--- config.mk ---
export PLATFORM = sky130hd
export DESIGN_NAME = time_field_counter
export DESIGN_NICKNAME = d
export VERILOG_FILES = /design/src/rtl/time_pkg.sv /design/src/rtl/bcd_digit_cell.sv /design/src/rtl/time_field_counter.sv
export SDC_FILE = /design/constraint.sdc
export NUM_CORES = 1
export LEC_CHECK = 0
export CORE_MARGIN = 4
export CORE_UTILIZATION = 50
export CTS_CLUSTER_DIAMETER = 150
export DETAILED_ROUTE_END_ITERATION = 10
export PLACE_DENSITY = 0.83
export REMOVE_ABC_BUFFERS = 1
export SYNTH_ARGS = -nofsm -noshare
export SYNTH_HDL_FRONTEND = slang
export SYNTH_SLANG_ARGS = --single-unit
--- constraint.sdc ---
create_clock -name clk -period 3.67 [get_ports clk]
set_input_delay 0.367 -clock clk [delete_from_list [all_inputs] [get_ports clk]]
set_output_delay 0.367 -clock clk [all_outputs]
set_load 0.01 [all_outputs]
--- src/rtl/time_pkg.sv ---
// Shared definitions for the alarm-clock time fields: BCD digit type,
// field presets and elaboration-time helpers that split a decimal value
// into its BCD tens and ones digits.
package time_pkg;

  typedef logic [3:0] bcd_t;

  localparam bcd_t BCD_MAX_DIGIT = 4'd9;

  // Field presets: minutes, 24-hour hours, 12-hour hours.
  localparam int MIN_MODULUS  = 60;
  localparam int HR24_MODULUS = 24;
  localparam int HR12_MODULUS = 12;
  localparam int HR12_MIN     = 1;

  function automatic bcd_t to_bcd_tens(input int value);
    return bcd_t'((value / 10) % 10);
  endfunction

  function automatic bcd_t to_bcd_ones(input int value);
    return bcd_t'(value % 10);
  endfunction

endpackage

--- src/rtl/bcd_digit_cell.sv ---
// One registered BCD digit. Load has priority over step-up, which has
// priority over step-down. Stepping wraps 9->0 upward and 0->9 downward;
// wraps_up / wraps_down flag the digit values at which a step would wrap.
module bcd_digit_cell
  import time_pkg::*;
#(
  parameter bcd_t RESET_VAL = 4'd0
) (
  input  logic clk,
  input  logic reset,
  input  logic load,
  input  bcd_t load_val,
  input  logic up,
  input  logic down,
  output bcd_t value,
  output logic wraps_up,
  output logic wraps_down
);

  assign wraps_up   = (value == BCD_MAX_DIGIT);
  assign wraps_down = (value == 4'd0);

  // Digit register: load, then step up, then step down.
  always_ff @(posedge clk or posedge reset) begin
    if (reset) begin
      value <= RESET_VAL;
    end else if (load) begin
      value <= load_val;
    end else if (up) begin
      value <= wraps_up ? 4'd0 : value + 4'd1;
    end else if (down) begin
      value <= wraps_down ? BCD_MAX_DIGIT : value - 4'd1;
    end
  end

endmodule

--- src/rtl/time_field_counter.sv ---
// Two-digit BCD time field (tens:ones) counting MIN_VAL..MIN_VAL+MODULUS-1.
// Supports checked direct set, increment with carry and, when the macro
// TIME_FIELD_DEC_EN is defined, decrement with borrow. Priority per cycle
// is set first, then inc/dec. carry/borrow/set_err are one-cycle pulses
// registered alongside the value they describe, so a following field can
// take carry straight into its inc.
module time_field_counter
  import time_pkg::*;
#(
  parameter int MODULUS = 60,
  parameter int MIN_VAL = 0
) (
  input  logic clk,
  input  logic reset,
  input  logic set,
  input  bcd_t set_tens,
  input  bcd_t set_ones,
  input  logic inc,
  input  logic dec,
  output bcd_t tens,
  output bcd_t ones,
  output logic carry,
  output logic borrow,
  output logic at_max,
  output logic at_min,
  output logic set_err
);

  localparam int   MAX_VAL  = MIN_VAL + MODULUS - 1;
  localparam bcd_t MIN_TENS = to_bcd_tens(MIN_VAL);
  localparam bcd_t MIN_ONES = to_bcd_ones(MIN_VAL);
  localparam bcd_t MAX_TENS = to_bcd_tens(MAX_VAL);
  localparam bcd_t MAX_ONES = to_bcd_ones(MAX_VAL);
  localparam logic [7:0] MIN_V8 = 8'(MIN_VAL);
  localparam logic [7:0] MAX_V8 = 8'(MAX_VAL);

  logic       dec_req;
  logic [7:0] set_val;
  logic       set_ok;
  logic       step_up;
  logic       step_down;
  logic       wrap_up;
  logic       wrap_down;
  logic       digit_load;
  bcd_t       tens_load_val;
  bcd_t       ones_load_val;
  logic       ones_up;
  logic       ones_down;
  logic       tens_up;
  logic       tens_down;
  logic       ones_wraps_up;
  logic       ones_wraps_down;
  logic       unused_tens_wraps_up;
  logic       unused_tens_wraps_down;

`ifdef TIME_FIELD_DEC_EN
  assign dec_req = dec;
`else
  // Decrement is not part of this build; dec is accepted but ignored.
  logic unused_dec;
  assign unused_dec = dec;
  assign dec_req    = 1'b0;
`endif

  assign at_max = (tens == MAX_TENS) && (ones == MAX_ONES);
  assign at_min = (tens == MIN_TENS) && (ones == MIN_ONES);

  // Set validation and per-digit step/load control for this cycle.
  always_comb begin
    set_val = 8'(set_tens) * 8'd10 + 8'(set_ones);
    set_ok  = set && (set_tens <= BCD_MAX_DIGIT) && (set_ones <= BCD_MAX_DIGIT)
              && (set_val >= MIN_V8) && (set_val <= MAX_V8);
    // inc and dec together cancel; any set (even rejected) blocks stepping.
    step_up   = !set && inc && !dec_req;
    step_down = !set && dec_req && !inc;
    wrap_up   = step_up && at_max;
    wrap_down = step_down && at_min;
    digit_load = set_ok || wrap_up || wrap_down;
    if (set_ok) begin
      tens_load_val = set_tens;
      ones_load_val = set_ones;
    end else if (wrap_up) begin
      tens_load_val = MIN_TENS;
      ones_load_val = MIN_ONES;
    end else begin
      tens_load_val = MAX_TENS;
      ones_load_val = MAX_ONES;
    end
    ones_up   = step_up && !at_max;
    ones_down = step_down && !at_min;
    tens_up   = ones_up && ones_wraps_up;
    tens_down = ones_down && ones_wraps_down;
  end

  bcd_digit_cell #(.RESET_VAL(MIN_ONES)) u_ones (
    .clk        (clk),
    .reset      (reset),
    .load       (digit_load),
    .load_val   (ones_load_val),
    .up         (ones_up),
    .down       (ones_down),
    .value      (ones),
    .wraps_up   (ones_wraps_up),
    .wraps_down (ones_wraps_down)
  );

  bcd_digit_cell #(.RESET_VAL(MIN_TENS)) u_tens (
    .clk        (clk),
    .reset      (reset),
    .load       (digit_load),
    .load_val   (tens_load_val),
    .up         (tens_up),
    .down       (tens_down),
    .value      (tens),
    .wraps_up   (unused_tens_wraps_up),
    .wraps_down (unused_tens_wraps_down)
  );

  // Carry and set-error pulses, aligned with the value they belong to.
  always_ff @(posedge clk or posedge reset) begin
    if (reset) begin
      carry   <= 1'b0;
      set_err <= 1'b0;
    end else begin
      carry   <= wrap_up;
      set_err <= set && !set_ok;
    end
  end

`ifdef TIME_FIELD_DEC_EN
  // Borrow pulse, aligned with the MIN->MAX wrapped value.
  always_ff @(posedge clk or posedge reset) begin
    if (reset) begin
      borrow <= 1'b0;
    end else begin
      borrow <= wrap_down;
    end
  end
`else
  assign borrow = 1'b0;
`endif

endmodule
Word-level counts from Yosys, hierarchy flattened
Cells that the tools add are included.
Storage, ports and cells
  register bits after elaboration: 10
  input port bits: 13
  output and inout bits: 13
  word-level logic and storage cells: 44
Operators by class
  $add $sub $neg: 3
  multipliers: 1
  magnitude comparators: 4
  equal/unequal tests: 3
  multiplexer cells: 10
  reduce and logical (&&, ||, !) cells: 19
Operators by type and width (number)
  4-bit 2-to-1 mux: 9
  1-bit logical AND: 11
  4-bit by 1-bit adder with 4-bit output (second input constant): 2
  8-bit by 4-bit adder with 8-bit output: 1
  4-bit equality test (second input constant): 2
  8-bit by 1-bit >= comparator with 1-bit output (second input constant): 1
  4-bit <= comparator (second input constant): 2
  8-bit by 6-bit <= comparator with 1-bit output (second input constant): 1
  4-bit zero test: 2
  4-bit by 3-bit multiplier with 7-bit output (second input constant): 1
  4-bit by 3-bit equality test with 1-bit output (second input constant): 1
  2-bit nonzero test: 2
  1-bit zero test: 3
  3-bit 2-to-1 mux: 1
  1-bit logical OR: 1

Longest topological paths before layout
Gate-level depths: netlist of the first run.
  depth after elaboration: 7
  mapped depth: 11
  gate-level depth less buffers: 10

By module
Synthesis of the first run repeated with hierarchy kept, for this count alone.
Unflattened totals
  cells, all modules: 149
  area total of the unflattened synthesis: 1239.9 um2
By module, submodules not included
  bcd_digit_cell: times used 2, cells each 43, area an instance 359.1 um2, sequential area each 100.1 um2
  time_field_counter: times used 1, cells each 63, area an instance 521.8 um2, sequential area each 50.0 um2

Worst setup path after synthesis of the first run
OpenSTA, ideal clock, no wires.
  path type: input port to flip-flop
  start: in set_tens[1]
  end: reg u_tens.value[2]
  library setup time: 0.119 ns
  data arrival time: 2.538 ns
  data required time: 3.551 ns
  setup slack: 1.013 ns
  stages: 10
  buffers on the path: 1
  path through: ha_1 > ha_1 > inv_1 > fa_1 > nand2b_1 > o211a_1 > nor4_2 > o311ai_4 > buf_6 > o21a_1
Between the ends
  word-level cells in the longest chain between the ends: 7
  elaborated cells on any way between the ends: 13
  classes of those cells: add/sub (1); mul (1); order compare (3); mux (2); reduce/logical (6)
RTL lines
  start: declaration: line time_field_counter.sv:16  | input bcd_t set_tens,
  4-bit by 3-bit multiplier with 7-bit output / 4-bit <= comparator (equally long branches): line time_field_counter.sv:70, time_field_counter.sv:71
  8-bit by 4-bit adder with 8-bit output / 1-bit logical AND (equally long branches): line time_field_counter.sv:70, time_field_counter.sv:71
  8-bit by 1-bit >= comparator with 1-bit output / 1-bit logical AND (equally long branches): line time_field_counter.sv:72, time_field_counter.sv:71
  1-bit logical AND: line time_field_counter.sv:72  | && (set_val >= MIN_V8) && (set_val <= MAX_V8);
  1-bit logical AND (*): line time_field_counter.sv:72
  4-bit 2-to-1 mux / 1-bit logical OR (equally long branches): line time_field_counter.sv:79, time_field_counter.sv:78
  4-bit 2-to-1 mux / 2-bit nonzero test (equally long branches)
  end signal: assignment: line bcd_digit_cell.sv:28  | value <= load_val;
  end signal: assignment: line bcd_digit_cell.sv:30  | value <= wraps_up ? 4'd0 : value + 4'd1;
  end signal: assignment: line bcd_digit_cell.sv:32  | value <= wraps_down ? BCD_MAX_DIGIT : value - 4'd1;
  end: declaration: line bcd_digit_cell.sv:15  | output bcd_t value,
Every way passes the cells marked *; elsewhere a longest branch is shown, timed or not.
A chain may end at the register's enable or synchronous reset.

Worst setup path in the final report of the first run
  start: in set_tens[1]
  end: reg u_ones.value[2]
Between the ends
  word-level cells in the longest chain between the ends: 7
  elaborated cells on any way between the ends: 13
  classes of those cells: add/sub (1); mul (1); order compare (3); mux (2); reduce/logical (6)
RTL lines (line)
  4-bit by 3-bit multiplier with 7-bit output / 4-bit <= comparator (equally long branches): time_field_counter.sv:70, time_field_counter.sv:71
  8-bit by 4-bit adder with 8-bit output / 1-bit logical AND (equally long branches): time_field_counter.sv:70, time_field_counter.sv:71
  8-bit by 1-bit >= comparator with 1-bit output / 1-bit logical AND (equally long branches): time_field_counter.sv:72, time_field_counter.sv:71
  1-bit logical AND: time_field_counter.sv:72
  1-bit logical AND (*): time_field_counter.sv:72
  4-bit 2-to-1 mux / 1-bit logical OR (equally long branches): time_field_counter.sv:79, time_field_counter.sv:78
  4-bit 2-to-1 mux / 2-bit nonzero test (equally long branches)
  end signal: assignment: bcd_digit_cell.sv:28
  end signal: assignment: bcd_digit_cell.sv:30
  end signal: assignment: bcd_digit_cell.sv:32
  end: declaration: bcd_digit_cell.sv:15
Marked as above.

==> results of run 1 <==
power breakdown:
group | internal, mW | total [mW] | switching (mW)
logic | 0.173 | 0.320 | 0.147
clock network | 0.0376 | 0.0697 | 0.0321
registers | 0.152 | 0.222 | 0.0694
total | 0.363 | 0.611 | 0.248
cell usage after synthesis (all sizes together), types with 3 or more instances:
cell type,count
nor2b,3
buf,3
a21oi,7
nor2,7
dfrtp,10
ha,7
inv,9
o21ai,6
nor4,4
a21o,4
nand2,6
nand2b,6
nand3,3
layout make-up:
type	instances	area (um^2)	area share [%]
Sequential cell	10	250	20.0
Timing Repair Buffer	28	268	21.4
Inverter	9	33.8	2.71
Clock buffer	3	22.5	1.80
Tap cell	25	31.3	2.51
Multi-Input combinational cell	86	643	51.5
cell usage in the layout (no fill, tap or decap), drive strengths merged, types with 3 or more instances in the layout:
cell / instances
a21o: 4
a21oi: 7
buf: 5
clkbuf: 3
clkdlybuf4s50: 23
dfrtp: 10
ha: 7
inv: 9
nand2: 6
nand2b: 6
nand3: 3
nor2: 7
nor2b: 3
nor4: 4
o21ai: 6
through the flow:
stage / hold slack, ns / utilization, %
after floorplan: 0.207 / -
after global routing: 0.421 / 70.8
after detailed placement: 0.593 / 69.5
after CTS: 0.402 / 70.8
final: 0.390 / 70.8
after global placement: 0.575 / 69.5
state kept, by name (all words and copies together) (netlist names):
register      flops
carry             1
u_tens.value      4
set_err           1
u_ones.value      4
cell families (layout without fill, tap and decap cells):
kind of cell / count (synthesis) / count (layout) / synth area share (%)
flops: 10 / 10 / 26.3
other cells: 1 / 1 / 0.394
fa+ha+maj: 9 / 9 / 13.4
simple gates: 43 / 43 / 27.5
xor+xnor: 2 / 2 / 1.84
compound gates: 31 / 31 / 24.5
buf+inv: 12 / 40 / 6.05
metal layers:
metal / up-vias / part of all wire, % / track usage [%] / routed length [um]
li1: 455 / - / - / -
met1: 418 / 46 / 22.4 / 992
met2: 22 / 49 / 30.5 / 1050
met3: 0 / 4.3 / 2.87 / 93
met4: 0 / 0 / 6.55 / 0
met5: - / 0 / 0 / 0
critical path: cells and delay by family:
family,cells,cell delay (ns)
fa+ha+maj,3,0.99
buf+inv,3,0.74
simple gates,4,0.61
compound gates,2,0.55
worst min path at each step:
stage	endpoint	slack (ns)	depth (start not counted)
after floorplan	carry	0.21	1
after global placement	carry	0.58	1
after detailed placement	u_ones.value[0]	0.59	1
after CTS	carry	0.40	2
after global routing	u_ones.value[0]	0.42	2
final	u_ones.value[0]	0.39	2
==> metrics.md, run 1 <==
| Metric | Value |
|---|---|
| Cell variety after synth | 46 |
| Peak supply drop | 0.000296 V |
| Vias post-DR | 895 |
| WS Path Type | input port to flip-flop |
| Total gr overflow | 0 |
| Core box area | 0.00176 mm^2 |
| Worst setup EP type | flip-flop |
| CTS H-tree lvls | 1 |
| Vias per cell | 5.56 |
| Worst-path clk slew | 0.06 ns |
| Post-Synthesis Cells | 108 |
| First-pass iteration count of the detailed router | 4 |
| Global-route wire length before repair | 3.65 mm |
| RSZ-0062 raised after global routing | no |
| Fin area | 0.00125 mm^2 |
| Die Y | 51.6 um |
| Vias in the first global route | 872 |
| Initial Util | 53.9% |
| Pin count of the biggest net entering global routing | 11 |
| Flop-to-flop setup slack | 1.88 ns |
| Synth Register Bits | 10 |
| DRT Wirelength | 2.14 mm |
| DP HPWL | 1.74 mm |
| Yosys top cell by area | dfrtp_1 |
| Fraction of layout cells with a size suffix above 1 | 8.09% |
| Status | completed |
| Hold_buf cts | 0 |
| Final worst setup slack | 0.553 ns |
| Final Power | 611 uW |
| Critical Path RT | 3.82 ns |
| Largest cells by area after synthesis | dfrtp_1 26%, ha_1 9.2%, fa_1 4.2%, nand2b_1 3.9%, a21oi_1 3.7% |
| Mapped cell area | 951 um^2 |
| CP Cell Sequence | clkdlybuf4s50_1 -> ha_1 -> ha_1 -> inv_1 -> fa_1 -> nor2b_1 -> nand4_1 -> nor3b_1 -> o311ai_4 -> buf_4 -> o32a_1 -> nand2_1 |
| Clock Skew | 0.00781 ns |
| Max incr delay on CP | 0.47 ns |
| Final setup viols | 0 |
| Fillers | 153 |
| Die area | 0.00266 mm^2 |
| Hold Crit Class | input port to asynchronous set/reset pin |
| FF-to-FF Start | u_ones.value[2] |
| Yosys top cell area share | 26.3% |
| Worst R2R Path Depth | 6 |
| Num CTS Buffers | 3 |
| Finished Layout Cells | 161 |
| Period Utilization, post-route | 84.9% |
| Detailed Route Iter0 Violations | 10 |
| Setup crit end | u_ones.value[2] |
| Fmax | 321 MHz |
| Primary FF master, synth | dfrtp_1 |
| Die width | 51.6 um |
| Placed cell count | 158 |
| Clk sink count | 10 |
| Post-synth EDFFs | 0 |
| Synth-to-Final Area Change | 31.3% |
| # port buffers | 23 |
| Worst setup path start | set_tens[1] |
| DR WL/cell | 13.3 um |
| Slew Limit Fails | 0 |
| Worst skew pair latency | 0.25 ns |
| Reg2Reg Capture Point | u_tens.value[2] |
| Root Driver | clkbuf_4 |
| All-Layer GR Usage | 17.8% |
| Setup bufs post-CTS | 0 |
| Ys async rst share | 100% |
| # Max-Cap Violations | 0 |
| CP dominant cell by count | ha_1 |
| Net count, final | 160 |
| P_leak | 0.534 nW |
| Antenna-violating nets left | 0 |
| DRC | 0 |
| Worst path arrival time | 3.26 ns |
| DP Area | 0.00123 mm^2 |
| Fin. Hold Viols | 0 |
| Average size of a mapped cell | 8.80 um^2 |
| Post-CTS Resized | 0 |
| Minimum clock period | 3.12 ns |
| CTS tree | done |
| Slowest-stage cell, CP | fa_1 |
| Setup WS pre-CTS | 0.293 ns |
| Clk buf depth | 2 |
| Fraction of the yosys area taken by sequential cells | 26.3% |
| Rows | 15 |
| Setup TNS | 0 ns |
| Worst setup SP type | input port |
| Gpl congestion | 0.781 |
| Initial antenna violation count | 0 |
| IO Pins | 26 |
| Pwr/cell area | 490 mW/mm^2 |
| Crit-path max FO | 9 |
| Ant diodes | 0 |
| Ys Warns | 0 |
Note: power is estimated with default switching activity, not from simulation.
==> run 2, diff against run 1 <==
CORE_UTILIZATION = 43   (was 50)
PLACE_DENSITY = 0.75   (was 0.83)
clock period = 2.5 ns   (was 3.67 ns; I/O delays follow)
==> run 2 against run 1 <==
  * Sequential share of layout area down 3.7 points
  * Non-clock buffer count is 16 higher
  * Power increased by 73%
  * Sequential cell count unchanged
  * Largest power group unchanged
  * Critical endpoint is now u_ones.value[0]
  * Clock skew is 0.0047 ns lower
  * Via count increased by 18%
  * Clock-buffer cell count is 1 higher
  * Clock power rose by 120%
  * Die area rose by 14%
  * Critical path depth shrank 1
  * Cell count grew 12%
==> metrics.md, run 2 (synthesis gave the netlist of run 1 again) <==
| Metric | Value |
|---|---|
| Root Driver | clkbuf_4 |
| Detailed Route Iter0 Violations | 40 |
| Hold_buf cts | 0 |
| Antenna-violating nets left | 0 |
| Worst-path clk slew | 0.07 ns |
| Rows | 16 |
| Fmax | 410 MHz |
| Pwr/cell area | 690 mW/mm^2 |
| Total gr overflow | 0 |
| Peak supply drop | 0.000420 V |
| Status | completed |
| Net count, final | 177 |
| Clk buf depth | 2 |
| DRC | 0 |
| CP dominant cell by count | ha_4 |
| Synth-to-Final Area Change | 60.9% |
| Worst setup EP type | flip-flop |
| Setup WS pre-CTS | -0.733 ns |
| WS Path Type | input port to flip-flop |
| Gpl congestion | 0.875 |
| Worst setup SP type | input port |
| Die width | 55.0 um |
| Most frequent cells in the layout | 20 x buf_4, 19 x clkdlybuf4s50_1, 10 x dfrtp_1, 8 x inv_1, 7 x nor2_1 |
| CP top delay family | adder cells |
| DR WL/cell | 16.4 um |
| Initial Util | 47.0% |
| Pin count of the biggest net entering global routing | 11 |
| Fraction of layout cells with a size suffix above 1 | 31.2% |
| Util after Layout | 75.7% |
| Clk sink count | 10 |
| CP Cell Sequence | clkdlybuf4s15_2 -> ha_4 -> ha_4 -> inv_2 -> fa_2 -> or4b_4 -> o2bb2ai_4 -> nor4_4 -> o311ai_4 -> o22ai_1 -> a31o_1 |
| Vias post-DR | 1059 |
| Minimum clock period | 2.44 ns |
| Final worst setup slack | 0.0627 ns |
| Metal3 WL | 229 um |
| P_leak | 0.646 nW |
| Die area | 0.00303 mm^2 |
| Slew Limit Fails | 0 |
| Critical Path RT | 2.66 ns |
| # Max-Cap Violations | 0 |
| CTS tree | done |
| WL met2 | 1.47 mm |
| IO Pins | 26 |
| WP buf/inv | 2 |
| CTS H-tree lvls | 1 |
| DRT Wirelength | 2.97 mm |
| Clock Skew | 0.00309 ns |
| Worst skew pair latency | 0.27 ns |
| Initial antenna violation count | 0 |
| Registers with the most flip-flops | u_ones.value: 4 flops, u_tens.value: 4 flops |
| Max incr delay on CP | 0.57 ns |
| Fin. Hold Viols | 0 |
| # port buffers | 23 |
| Num CTS Buffers | 3 |
| Global-route wire length before repair | 4.39 mm |
| Vias in the first global route | 987 |
| First-pass iteration count of the detailed router | 4 |
| Final setup viols | 0 |
| All-Layer GR Usage | 20.5% |
| Ant diodes | 0 |
| Die Y | 55.0 um |
| Crit-path max FO | 5 |
| Core box area | 0.00202 mm^2 |
| Met1 wire length | 1.18 mm |
| DP HPWL | 1.87 mm |
| Slowest-stage cell, CP | or4b_4 |
| Hold Crit Class | input port to asynchronous set/reset pin |
| Vias per cell | 5.85 |
| Period Utilization, post-route | 97.5% |
| Commonest non-fill, non-tap cell in the layout | buf_4 |
| Worst path arrival time | 2.60 ns |
| Top sig layer | met4 |
[run 2: cell types whose count changed in the layout (fill, tap and decap cells not counted), sizes merged]
| cell | before | now |
|---|---|---|
| clkdlybuf4s15 | 0 | 1 |
| clkdlybuf4s50 | 23 | 19 |
| buf | 5 | 24 |
| clkbuf | 3 | 4 |
| o311ai | 2 | 3 |
[run 2: where the power goes]
group	switching, mW	internal, mW	total [mW]
logic	0.273	0.306	0.579
registers	0.102	0.223	0.326
clock network	0.0617	0.0885	0.150
[run 2: timing repair]
action,4_1_cts,5_1_grt
buffers inserted,6,1
gates resized for setup,31,10
setup endpoints to repair,9,8
gates cloned,1,0
pin swaps,9,7
[run 2: area by class of cell]
| type | instances | area, um^2 |
|---|---|---|
| multi-input combinational | 87 | 798 |
| inverter | 9 | 33.8 |
| clock buffer | 4 | 36.3 |
| tap | 27 | 33.8 |
| fill | 142 | 492 |
| sequential | 10 | 250 |
| timing repair buffer | 44 | 378 |
[run 2: worst paths after layout]
path                            startpoint               to  slack (ns)  cells after the start
min in group clk               set_tens[2]  u_tens.value[2]        0.40                      3
hold reg to reg            u_ones.value[0]  u_ones.value[0]        0.61                      1
setup / recovery               set_tens[0]  u_ones.value[0]        0.06                     11
hold / removal                       reset          set_err        0.27                      2
max in group asynchronous            reset  u_ones.value[3]        1.94                      2
setup reg to reg           u_ones.value[2]  u_tens.value[2]        0.68                      6
[run 2: stage by stage]
step                std cells  hold slack [ns]  instance area [um^2]  power (mW)  setup TNS (ns)
finish                    181            0.267                  1530        1.06               0
global route              181            0.289                  1530        1.12        -0.00403
CTS                       181            0.277                  1480        1.02               0
detailed placement        171            0.559                  1310       0.820           -5.80
global placement          171            0.553                  1310       0.803           -5.26
floorplan                 105           0.0902                   927       0.571          -0.403
[run 2: layer usage]
layer | vias to the layer above | track usage [%]
li1 | 489 | -
met1 | 508 | 24.4
met2 | 54 | 34.6
met3 | 8 | 2.95
met4 | 0 | 12.1
met5 | - | 0
==> run 3, diff against run 2 <==
CORE_UTILIZATION = 47   (was 43)
PLACE_DENSITY = 0.78   (was 0.75)
clock period = 2.65 ns   (was 2.5 ns; I/O delays follow)
==> run 3 against run 2 <==
  * Critical path depth stayed put
  * First-iteration DRC count decreased by 50%
  * Cell count down 2.8%
  * Clock power down 10%
  * Non-clock buffer count is 5 lower
  * Global-route usage is 1.9 points lower
  * Critical path type unchanged
  * Highest routed layer unchanged
==> metrics.md, run 3 (synthesis gave the netlist of run 1 again) <==
| Metric | Value |
|---|---|
| GR Util met3 | 5.07% |
| Fraction of layout cells with a size suffix above 1 | 24.8% |
| Fmax | 392 MHz |
| Critical Path RT | 2.80 ns |
| Vias per cell | 5.59 |
| Ant diodes | 0 |
| Hold WS | 0.282 ns |
| CTS H-tree lvls | 1 |
| Minimum clock period | 2.55 ns |
| GR met1 Demand/Resource | 24.0% |
| Worst setup SP type | input port |
| Max incr delay on CP | 0.58 ns |
| WS Path Type | input port to flip-flop |
| Antenna-violating nets left | 0 |
| Global-route wire length before repair | 3.95 mm |
| CP dominant cell by count | ha_4 |
| Net count, final | 172 |
| Pwr/cell area | 652 mW/mm^2 |
| Util after Layout | 74.5% |
| Num CTS Buffers | 3 |
| Slowest-stage cell, CP | fa_2 |
| Die area | 0.00281 mm^2 |
| Most frequent cells in the layout | 19 x clkdlybuf4s50_1, 16 x buf_4, 10 x dfrtp_1, 8 x inv_1, 7 x nor2_1 |
| Fin. Hold Viols | 0 |
| Fin area | 0.00145 mm^2 |
| Hold Crit Class | input port to asynchronous set/reset pin |
| Vias post-DR | 984 |
| Clk buf depth | 2 |
| Total gr overflow | 0 |
| Worst skew pair latency | 0.26 ns |
| DP Area | 0.00130 mm^2 |
| Initial antenna violation count | 0 |
| Commonest non-fill, non-tap cell in the layout | clkdlybuf4s50_1 |
| Final worst setup slack | 0.0971 ns |
| P_leak | 0.616 nW |
| Pin count of the biggest net entering global routing | 11 |
| Placed cell count | 169 |
| All-Layer GR Usage | 18.6% |
| Die width | 53.0 um |
| Rows | 16 |
| Vias in the first global route | 908 |
| First-pass iteration count of the detailed router | 4 |
| Flop-to-flop setup slack | 0.84 ns |
| Crit-path max FO | 5 |
| IO Pins | 26 |
| Worst path arrival time | 2.71 ns |
| Detailed Route Iter0 Violations | 20 |
| Status | completed |
| Core box area | 0.00194 mm^2 |
| Finished Layout Cells | 176 |
| Worst setup EP type | flip-flop |
| Synth-to-Final Area Change | 52.2% |
| Worst-path clk slew | 0.06 ns |
| RSZ-0062 raised after global routing | no |
| DRC | 0 |
| Clock Skew | 0.00180 ns |
| # Max-Cap Violations | 0 |
| GR Util met2 | 31.6% |
| Clk sink count | 10 |
| Registers with the most flip-flops | u_ones.value: 4 flops, u_tens.value: 4 flops |
| Initial Util | 49.0% |
| Final setup viols | 0 |
| Setup WS pre-CTS | -0.600 ns |
| Die Y | 53.0 um |
| DR WL/cell | 14.2 um |
| Busiest grt layer | met2 |
| DRT Wirelength | 2.49 mm |
| CP Cell Sequence | clkdlybuf4s15_2 -> ha_4 -> ha_4 -> inv_2 -> fa_2 -> nor2b_4 -> a31oi_1 -> nor3b_2 -> o311ai_4 -> o311ai_0 -> o21a_1 |
| # port buffers | 23 |
| DP HPWL | 1.82 mm |
| CTS tree | done |
| Period Utilization, post-route | 96.3% |
| Slew Limit Fails | 0 |
| Gpl congestion | 0.850 |
| Root Driver | clkbuf_4 |
| Peak supply drop | 0.000564 V |
==> run 3: timing repair <==
item                                    4_1_cts  5_1_grt
gates cloned                                  1        0
endpoints found under the hold margin         0        0
endpoints found under the setup margin        9        7
setup buffers                                 2        0
pin swaps                                     7        3
hold buffers                                  0        0
resized for setup                            18        5
==> run 3: per-layer routing <==
layer | wire length (um) | part of all wire (%)
met1 | 1120 | 45
met2 | 1200 | 48
met3 | 151 | 6.1
met4 | 20 | 0.80
met5 | 0 | 0
==> run 3: final cells by class <==
| cell class | instances | area [um^2] |
|---|---|---|
| Timing Repair Buffer | 39 | 350 |
| Multi-Input combinational cell | 87 | 743 |
| Tap cell | 27 | 33.8 |
| Inverter | 9 | 33.8 |
| Sequential cell | 10 | 250 |
| Fill cell | 144 | 494 |
| Clock buffer | 4 | 36.3 |
==> run 3: where the power goes <==
group | total [mW] | leakage (nW) | internal, mW | switching, mW
sequential | 0.305 | 0.116 | 0.211 | 0.0942
combinational | 0.503 | 0.479 | 0.275 | 0.228
clock | 0.135 | 0.0210 | 0.0835 | 0.0517
total | 0.943 | 0.616 | 0.569 | 0.374
==> run 3: final timing paths <==
check / start / endpoint / depth (start not counted)
worst max-delay path: set_tens[1] / u_tens.value[2] / 11
worst min-delay path: reset / u_tens.value[3] / 2
worst min register to register: u_ones.value[1] / carry / 1
worst max register to register: u_ones.value[0] / u_tens.value[2] / 6
max in group asynchronous: reset / u_ones.value[3] / 2
min in group clk: set_tens[0] / u_tens.value[0] / 4
==> run 3: through the flow <==
step                      power [mW]  TNS [ns]
after floorplan                0.538   -0.0165
after global placement         0.756     -3.98
after detailed placement       0.770     -4.77
after CTS                      0.935         0
after global routing            1.01         0
final                          0.943         0
==> run 3: critical path, delay by kind of cell <==
kind / cells / cell delay [ns]
fa+ha+maj: 3 / 0.99
compound gates: 4 / 1.02
buf+inv: 2 / 0.25
simple gates: 2 / 0.19
==> variant (config.mk and constraints of run 3) <==
Register the output `ones`, without a reset; this adds one clock of latency there. The other outputs are not delayed to match.
--- a/src/rtl/time_field_counter.sv
+++ b/src/rtl/time_field_counter.sv
@@ -34,6 +34,8 @@
   localparam logic [7:0] MIN_V8 = 8'(MIN_VAL);
   localparam logic [7:0] MAX_V8 = 8'(MAX_VAL);
 
+  bcd_t ones_d;
+
   logic       dec_req;
   logic [7:0] set_val;
   logic       set_ok;
@@ -62,8 +64,8 @@
   assign dec_req    = 1'b0;
 `endif
 
-  assign at_max = (tens == MAX_TENS) && (ones == MAX_ONES);
-  assign at_min = (tens == MIN_TENS) && (ones == MIN_ONES);
+  assign at_max = (tens == MAX_TENS) && (ones_d == MAX_ONES);
+  assign at_min = (tens == MIN_TENS) && (ones_d == MIN_ONES);
 
   // Set validation and per-digit step/load control for this cycle.
   always_comb begin
@@ -99,7 +101,7 @@
     .load_val   (ones_load_val),
     .up         (ones_up),
     .down       (ones_down),
-    .value      (ones),
+    .value      (ones_d),
     .wraps_up   (ones_wraps_up),
     .wraps_down (ones_wraps_down)
   );
@@ -140,4 +142,8 @@
   assign borrow = 1'b0;
 `endif
 
+  always_ff @(posedge clk) begin
+    ones <= ones_d;
+  end
+
 endmodule
Behaviour: not the same (Yosys sat finds a counterexample within 4 cycles, from zero or initial values and one cycle with reset high).
==> variant against run 3 <==
Setup slack got worse by 0.015 ns. Power is 27% higher. Sequential power up 52%. Critical path depth did not move. First-iteration DRC count is 60% higher. Sequential cell count up 4. Design area rose by 5.3%. Routed wire length grew 4.2%. Critical path type unchanged. Fmax decreased by 0.57%. Cell count up 5.7%. Combinational power up 16%. Largest power group unchanged. Clock skew up 0.0097 ns. Highest routed layer unchanged. Area after synthesis is 18% higher.
==> variant: results (changes against run 3) <==
outcome: "complete, no violations"  # unchanged
start_kind: "input pin"  # unchanged
timing.rr.start: "u_ones.value[2]$_DFFE_PP0P_"  # was u_ones.value[0]$_DFFE_PP0P_
root_buffer: "clkbuf_4"  # unchanged
rr_endpoint: "u_tens.value[2]$_DFFE_PP0P_"  # unchanged
yosysUniqueCellTypes: 41  # was 46
switching_share_pct: 39.7  # about the same
skew_ns: 0.0115  # was 0.00180 ns
synth_warnings: 0  # unchanged
rrSetupSlack_ns: 1.03  # was 0.84 ns
syn_inst: 123  # was 108
instances_no_fill: 186  # was 176
grt_max_degree: 15  # was 11
critPathLaunch: "set_tens[0]"  # was set_tens[1]
final_nets: 181  # was 172
io_buffers: 23  # unchanged
clock_latency_ns: 0.28  # was 0.26 ns
drc: 0  # unchanged
routedWlPerCell_um: 14.0  # was 14.2 um
seq_area_frac_synth_pct: 29.5  # was 26.3%
synth_commonest_cells: "a21oi_1, dfrtp_1, mux2i_1"  # was dfrtp_1, inv_1, a21oi_1, ha_1, nor2_1
grt_pass1_wl_mm: 4.38  # was 3.95 mm
first_iter_violations: 32  # was 20
drive_above_1_share_pct: 21.5  # was 24.8%
clk_pin_slew_ns: 0.09  # was 0.06 ns
dpl.hpwl_mm: 1.98  # was 1.82 mm
reg.largest.list: "ones (4), u_ones.value (4), u_tens.value (4)"  # was u_ones.value (4), u_tens.value (4)
p_leak_nw: 0.631  # was 0.616 nW
place_congestion: 0.922  # was 0.850
track_usage_pct: 16.9  # was 18.6%
slew_headroom_pct: 62.6
cts_buffer_depth: 2  # unchanged
ys_top_cells_by_area: "dfrtp_1, mux2i_1, ha_1, dfxtp_1, a21oi_1"  # was dfrtp_1, ha_1, fa_1, nand2b_1, a21oi_1
cp-endpoint: "u_ones.value[3]$_DFFE_PP0P_"  # was u_tens.value[2]$_DFFE_PP0P_
antenna_found_initial: 0  # unchanged
antenna_left: 0  # unchanged
vias: 1025  # was 984
r2r_cells: 4  # was 6
dp.cells: 180  # was 169
setup_viol: 0  # unchanged
vdd_drop_max_mv: 0.538  # was 0.564 mV
critical_path.max_fanout: 5  # unchanged
postSynth.asyncResetShare_pct: 71.4  # was 100%
htreeDepth: 1  # unchanged
worstHoldPathType: "in2async"  # unchanged
fill_cells: 189  # was 144
dr.pass1.iters: 4  # unchanged
diodes: 0  # unchanged
cts_buffers: 3  # unchanged
-- variant: worst min-delay path by stage --
stage / start / end / depth (start not counted)
after floorplan: reset / carry$_DFF_PP0_ / 1
after detailed placement: u_ones.value[3]$_DFFE_PP0P_ / ones[3]$_DFF_P_ / 0
after global placement: u_ones.value[3]$_DFFE_PP0P_ / ones[3]$_DFF_P_ / 0
after CTS: reset / carry$_DFF_PP0_ / 2
final: reset / u_ones.value[0]$_DFFE_PP0P_ / 2
after global routing: reset / carry$_DFF_PP0_ / 2
-- variant: per-layer routing --
layer  wire [um]  global-route usage [%]  vias up
li1            -                       -      508
met1        1160                    20.3      475
met2        1250                    30.2       35
met3         129                    1.61        7
met4          58                    6.95        0
met5           0                       0        -
-- variant: area by class of cell --
type	count	area share [%]
tap	28	2.30
inverter	5	1.23
clock buffer	4	2.38
timing repair buffer	38	21.7
multi-input combinational	97	50.7
sequential	14	21.7
-- variant: per-stage QoR --
stage	hold WS, ns	instance area [um2]	total power [W]	setup WS, ns
global route	0.274	1520	0.00129	0.0117
finish	0.244	1520	0.00120	0.0823
global placement	0.519	1450	0.00101	-0.477
detailed placement	0.525	1450	0.00103	-0.576
floorplan	0.105	1080	0.000779	-0.290
CTS	0.257	1540	0.00120	0.0316
-- variant: power by group through the flow --
stage | clock (W) | sequential [W] | combinational (W)
2_1_floorplan | 0 | 0.000461 | 0.000318
3_3_place_gp | 0 | 0.000460 | 0.000550
3_5_place_dp | 0 | 0.000468 | 0.000565
4_1_cts | 0.000154 | 0.000464 | 0.000583
5_1_grt | 0.000165 | 0.000493 | 0.000637
6_report | 0.000152 | 0.000464 | 0.000581
-- variant: worst max-delay path, cell delays in order --
cell,delay [ns]
dlygate4sd2_1,0.24
ha_2,0.20
ha_4,0.16
inv_2,0.05
fa_1,0.43
nand2b_4,0.16
or4_4,0.42
a21o_1,0.18
a211oi_2,0.29
buf_6,0.18
mux2i_1,0.19
-- variant: timing repair --
| action | CTS | global route |
|---|---|---|
| pin swaps | 6 | 4 |
| gates resized for setup | 15 | 4 |
| endpoints found under the setup margin | 9 | 7 |
| gates cloned | 1 | 0 |
| setup buffers | 1 | 0 |
-- variant: kinds of logic after synthesis --
logic type | count (synthesis) | synth area share [%]
simple gates | 45 | 23.7
compound gates | 26 | 16.2
flops | 14 | 29.5
buf+inv | 12 | 5.03
mux | 11 | 9.94
fa+ha+maj | 9 | 11.4
xor+xnor | 5 | 3.91
other cells | 1 | 0.335
